--- src/rtl/mem_arb_2to1.sv ---
// Two-port round-robin arbiter in front of a single-port memory wrapper.
// Zero-latency request/response paths; an owner FIFO routes responses back in order.
module mem_arb_2to1 #(
  parameter int DEPTH = 2
) (
  input  logic        clk,
  input  logic        rst,

  input  logic [76:0] in0_req_msg,
  input  logic        in0_req_val,
  output logic        in0_req_rdy,
  output logic [46:0] in0_resp_msg,
  output logic        in0_resp_val,
  input  logic        in0_resp_rdy,

  input  logic [76:0] in1_req_msg,
  input  logic        in1_req_val,
  output logic        in1_req_rdy,
  output logic [46:0] in1_resp_msg,
  output logic        in1_resp_val,
  input  logic        in1_resp_rdy,

  output logic [76:0] mem_req_msg,
  output logic        mem_req_val,
  input  logic        mem_req_rdy,

  input  logic [46:0] mem_resp_msg,
  input  logic        mem_resp_val,
  output logic        mem_resp_rdy
);

  localparam int             PW       = (DEPTH > 1) ? $clog2(DEPTH) : 1;
  localparam logic [PW-1:0]  LAST     = PW'(DEPTH - 1);
  localparam logic [2:0]     FULL_CNT = 3'(DEPTH);

  logic [DEPTH-1:0] owner;
  logic [PW-1:0]    head;
  logic [PW-1:0]    tail;
  logic [2:0]       count;
  logic             last_gnt;

  logic full;
  logic busy;
  logic grant;
  logic head_own;
  logic push;
  logic pop;

  function automatic logic [PW-1:0] bump(input logic [PW-1:0] p);
    return (p == LAST) ? '0 : p + 1'b1;
  endfunction

  // On a conflict the port that lost the previous handshake wins
  always_comb begin
    full     = (count == FULL_CNT);
    busy     = (count != 3'd0);
    grant    = (in0_req_val & in1_req_val) ? ~last_gnt : in1_req_val;
    head_own = owner[head];

    mem_req_val = ~rst & (in0_req_val | in1_req_val) & ~full;
    in0_req_rdy = ~rst & mem_req_rdy & ~full & ~grant;
    in1_req_rdy = ~rst & mem_req_rdy & ~full & grant;

    in0_resp_val = ~rst & busy & ~head_own & mem_resp_val;
    in1_resp_val = ~rst & busy & head_own & mem_resp_val;
    mem_resp_rdy = ~rst & busy & (head_own ? in1_resp_rdy : in0_resp_rdy);

    push = mem_req_val & mem_req_rdy;
    pop  = mem_resp_val & mem_resp_rdy;
  end

  assign mem_req_msg  = grant ? in1_req_msg : in0_req_msg;
  assign in0_resp_msg = mem_resp_msg;
  assign in1_resp_msg = mem_resp_msg;

  always_ff @(posedge clk) begin
    if (rst) begin
      count    <= 3'd0;
      head     <= '0;
      tail     <= '0;
      last_gnt <= 1'b1;
    end else begin
      if (push) begin
        owner[tail] <= grant;
        tail        <= bump(tail);
        last_gnt    <= grant;
      end
      if (pop) begin
        head <= bump(head);
      end
      case ({push, pop})
        2'b10:   count <= count + 3'd1;
        2'b01:   count <= count - 3'd1;
        default: count <= count;
      endcase
    end
  end

endmodule
--- config.mk ---
export PLATFORM = sky130hd
export DESIGN_NAME = mem_arb_2to1
export DESIGN_NICKNAME = d
export VERILOG_FILES = /design/src/rtl/mem_arb_2to1.sv
export SDC_FILE = /design/constraint.sdc
export NUM_CORES = 1
export LEC_CHECK = 0
export CORE_AREA = 3 3 147 149
export CTS_CLUSTER_DIAMETER = 120
export DETAILED_ROUTE_END_ITERATION = 8
export DIE_AREA = 0 0 150 152
export PLACE_DENSITY = 0.45
export SKIP_CTS_REPAIR_TIMING = 1
export SKIP_LAST_GASP = 1
export SLEW_MARGIN = 10
export SYNTH_ARGS = -nofsm -noshare
export SYNTH_HDL_FRONTEND = slang
export SYNTH_SLANG_ARGS = --single-unit
--- constraint.sdc ---
create_clock -name clk -period 3.01 [get_ports clk]
set_clock_uncertainty 0.15 [all_clocks]
set_input_delay 0.7525 -clock clk [delete_from_list [all_inputs] [get_ports clk]]
set_output_delay 0.7525 -clock clk [all_outputs]
set_load 0.03 [all_outputs]
-- Yosys cells after proc, flatten, opt, wreduce, memory -nomap -nowiden
Index checks and enable logic that the tools add are counted.
- word-level logic and storage cells: 51
- output and inout port bits: 177
- flip-flop bits (word level): 8
- equality and inequality tests: 3
- magnitude comparators: 3
- reduce and logical (&&, ||, !) cells: 4
- multiplexer cells: 11
- add/subtract/negate cells: 4
- bitwise operators: 21
- operator list (cell ; number):
    $mux W77 ; 1
    $and A1 B1 Y1 ; 15
    $mux W1 ; 7
    $pmux W3 S2 ; 1
    $not A1 Y1 ; 5
    $lt A1 B2 Y1 const B ; 2
    $add A3 B1 Y3 const B ; 1
    $eq A3 B2 Y1 const B ; 1
    $reduce_bool A3 Y1 ; 1
    $sub A3 B1 Y3 const B ; 1
    $add A1 B1 Y1 const B ; 2
    $bwmux W2 ; 1
    $eq A2 B1 Y1 const B ; 1
    $eq A2 B2 Y1 const B ; 1
    $reduce_and A2 Y1 ; 1
    $reduce_bool A2 Y1 ; 1
    $demux W1 S1 ; 1
    $ge A1 B1 Y1 const B ; 1
    $logic_and A1 B1 Y1 ; 1
    $or A1 B1 Y1 ; 1

-- Depth between registers and ports, before layout
- depth in word-level cells: 7
- mapped depth: 9
- gate-level depth less buffers: 9

-- Worst setup path after synthesis
No wires, ideal clock.
- kind: input-to-output
- start: in rst
- end: out in0_req_rdy
- stages on the path: 3
- setup slack: 377 ps
- buffers on the path: 1
- data arrival time: 1730 ps
- cell sequence: buf_2 > nor3b_1 > nor2b_1
- cells in the longest elaborated chain, start to end: 4
- RTL lines (element ; RTL line ; source):
    start, declared ; 7 ; input logic rst,
    $not A1 Y1 (no line) ; -- ;
    $and A1 B1 Y1 (3 in a row) ; 61 ; in0_req_rdy = ~rst & mem_req_rdy & ~full & ~grant;
    end, declared ; 11 ; output logic in0_req_rdy,
No other way between the ends.

-- Worst setup path after layout
- start: in in0_req_val
- end: out mem_req_msg[55]
- cells in the longest elaborated chain, start to end: 3
- RTL lines (element ; RTL line ; source):
    start, declared ; 10 ; input logic in0_req_val,
    $and A1 B1 Y1 ; 57 ; grant = (in0_req_val & in1_req_val) ? ~last_gnt : in1_req_val;
    $mux W1 ; 57 ;
    $mux W77 ; 72 ; assign mem_req_msg = grant ? in1_req_msg : in0_req_msg;
    end, declared ; 23 ; output logic [76:0] mem_req_msg,
No other way between the ends.

==> run summary <==
outcome: completed
Clock Latency Late Sink: 0.24 ns
critical path depth in cells: 6
crit path kind: input pin to output pin
initial core utilization: 0.103
Yosys cell types: 26
number of enable flip-flop cells after synthesis: 2
routed wire length per instance: 16.9 um
Setup crit end kind: output pin
Reg clk slew, reported paths: 0.04 ns
Post-Route Utilization: 0.212
DRC violations left: 0
CORE AREA: 20300 um2
reg2reg setup slack: 0.39 ns
cell count after placement: 661
CTS Sinks: 8
most common cell in the netlist: buf_4
dominant cell type by area after synthesis: mux2_2
Hold Crit Class: register to register
VDD IR max: 201 uV
R2R Path End: count[2]
Required @ worst endpoint: 2.11 ns
Starting DRT DRC Count: 42
total number of vias: 2194
vias in the first global route: 2390
Seq cells post-synth: 8
Clock Path Buffers: 2
Cell Area, Synth: 2100 um2
final setup fails: 0
sequential fraction of the synthesis area: 0.0858
Final Hold Fails: 0
slowest cell on the critical path: mux2_2
Pwr Density: 272 nW/um2
Crit. Startpoint: in0_req_val
worst-path cell chain: dlymetal6s2s_1 > a21boi_4 > buf_4 > buf_8 > mux2_2 > clkbuf_2
crit start category: input pin
first-pass GRT wire length: 15.0 mm
Critical path buffers and inverters: 4
Final ANT Viol Nets: 0
Crit Path Max Fanout: 11
worst rel slew slack: 0.658
Chip Width: 150 um
site row count: 52
Final period util: 0.964
max incr delay on CP: 0.35 ns
Worst Tran Pin Value: 0.512 ns
layout cells sized above 1: 0.457
critical path arrival: 2.00 ns
Yosys top cell area share: 0.413
gr ovfl total: 0
Non-Filler Instances: 673
Max Clock Freq: 345 MHz
leakage power: 1.80 nW
CP endpoint: mem_req_msg[55]
Post-synth top flop: dfxtp_1
area delta synth->final: 105%
Post-synth top cells: buf_4 (101), mux2_2 (77), nor2_1 (9)
DP HPWL: 9.43 mm
RSZ-0062 raised after global routing: false
I/O Buffers: 244
Die H: 152 um
drt pass-1 iters: 4
reg2reg start: count[1]
Final Cell Area: 4310 um2
Final GP Congestion: 0.801
Max Cap Viol: 0
htree depth: 1
Ys Warns: 0
min Tclk post-route: 2.90 ns
Mapped Nets: 443
Worst path top cell family by delay: buffers and inverters
CTS root buffer: clkbuf_16
TritonCTS clock tree: done
Placement Cell Area: 4200 um2
fill cell count: 2264
Max Slew Vio Count: 0
ys async rst share: 0
TritonCTS buffer count: 3
initial antenna violation count: 0
DR vias/cell: 3.26
largest net degree at the start of global routing: 46
die area: 22800 um2
NumNets Final: 615
final WL: 11.4 mm
cells after synthesis: 232
antenna cell count: 0
syn avg cell area: 9.06 um2
GRT Total Usage: 0.0851
Ports: 386
Synth area leaders: mux2_2 (41%), buf_4 (36%), dfxtp_1 (5.7%)
Register-to-Register Path Depth: 10
## kinds of logic after synthesis
logic type	after synthesis	share of synthesized area
AOI/OAI and AO/OA	7	0.0214
DFF	8	0.0858
buffers and inverters	108	0.375
adders and majority gates	2	0.0155
muxes	79	0.424
xor gates and xnor gates	3	0.0125
and+or+nand+nor	25	0.0655
## cell usage in the layout (no fill, tap or decap), types with 2 or more instances in the layout
cell type and n:
buf_12 5, nor2b_1 2, or3_1 3, and2_1 2, dfxtp_1 6, buf_4 59, clkbuf_16 6, nand2_1 2
clkdlybuf4s50_1 158, mux2_2 77, o21ai_0 2, nor2_1 9, inv_1 4, clkbuf_2 26, nor3b_1 2, xor2_1 2
nor3_1 3, buf_2 4, a21oi_1 2, edfxtp_1 2, dlymetal6s2s_1 14
## registers in the layout (all words and copies together) (netlist names)
signal and flops:
owner 2, tail 1, last_gnt 1, count 3, head 1
## through the flow
| stage | setup TNS, ns | power [mW] | worst slack [ns] | hold slack (ns) |
|---|---|---|---|---|
| 6_report | 0 | 1.17 | 0.109 | 0.390 |
| 5_1_grt | 0 | 1.23 | 0.0554 | 0.422 |
| 4_1_cts | -40.28 | 1.19 | -0.633 | 0.387 |
| 3_5_place_dp | -40.26 | 0.944 | -0.631 | 0.377 |
| 3_3_place_gp | -38.22 | 0.940 | -0.604 | 0.353 |
| 2_1_floorplan | 0 | 0.731 | 0.377 | 0.298 |
## worst min-delay path by stage
stage             start  endpoint  cells past startpoint
2_1_floorplan  last_gnt  last_gnt                      1
4_1_cts        count[2]  count[2]                      2
5_1_grt        count[2]  count[2]                      2
6_report           head      head                      2
3_3_place_gp   count[2]  count[2]                      2
3_5_place_dp   count[2]  count[2]                      2
## power breakdown
group          internal [mW]  switching [mW]  total, mW
sequential             0.117         0.00652      0.124
clock                  0.177          0.0591      0.236
combinational          0.432           0.378      0.810
## worst min-delay path, delay by kind of cell, from the launching register on
family,cells,cell delay (ns)
AOI/OAI and AO/OA,2,0.17
DFF,1,0.33
## metal layers
metal	vias to the layer above	wire length, um	global-route usage
met4	0	190	0.0161
met5	-	0	0
li1	1040	-	-
met1	993	4100	0.0899
met2	152	6120	0.163
met3	9	977	0.0280
## area by class of cell
class | count | area [um2] | share of cell area
Multi-Input combinational cell | 116 | 1140 | 0.266
Clock buffer | 4 | 78.8 | 0.0183
Tap cell | 270 | 338 | 0.0784
Sequential cell | 8 | 180 | 0.0418
Inverter | 4 | 15.0 | 0.00349
Timing Repair Buffer | 271 | 2550 | 0.592
Power figures use the tool's default switching activity.
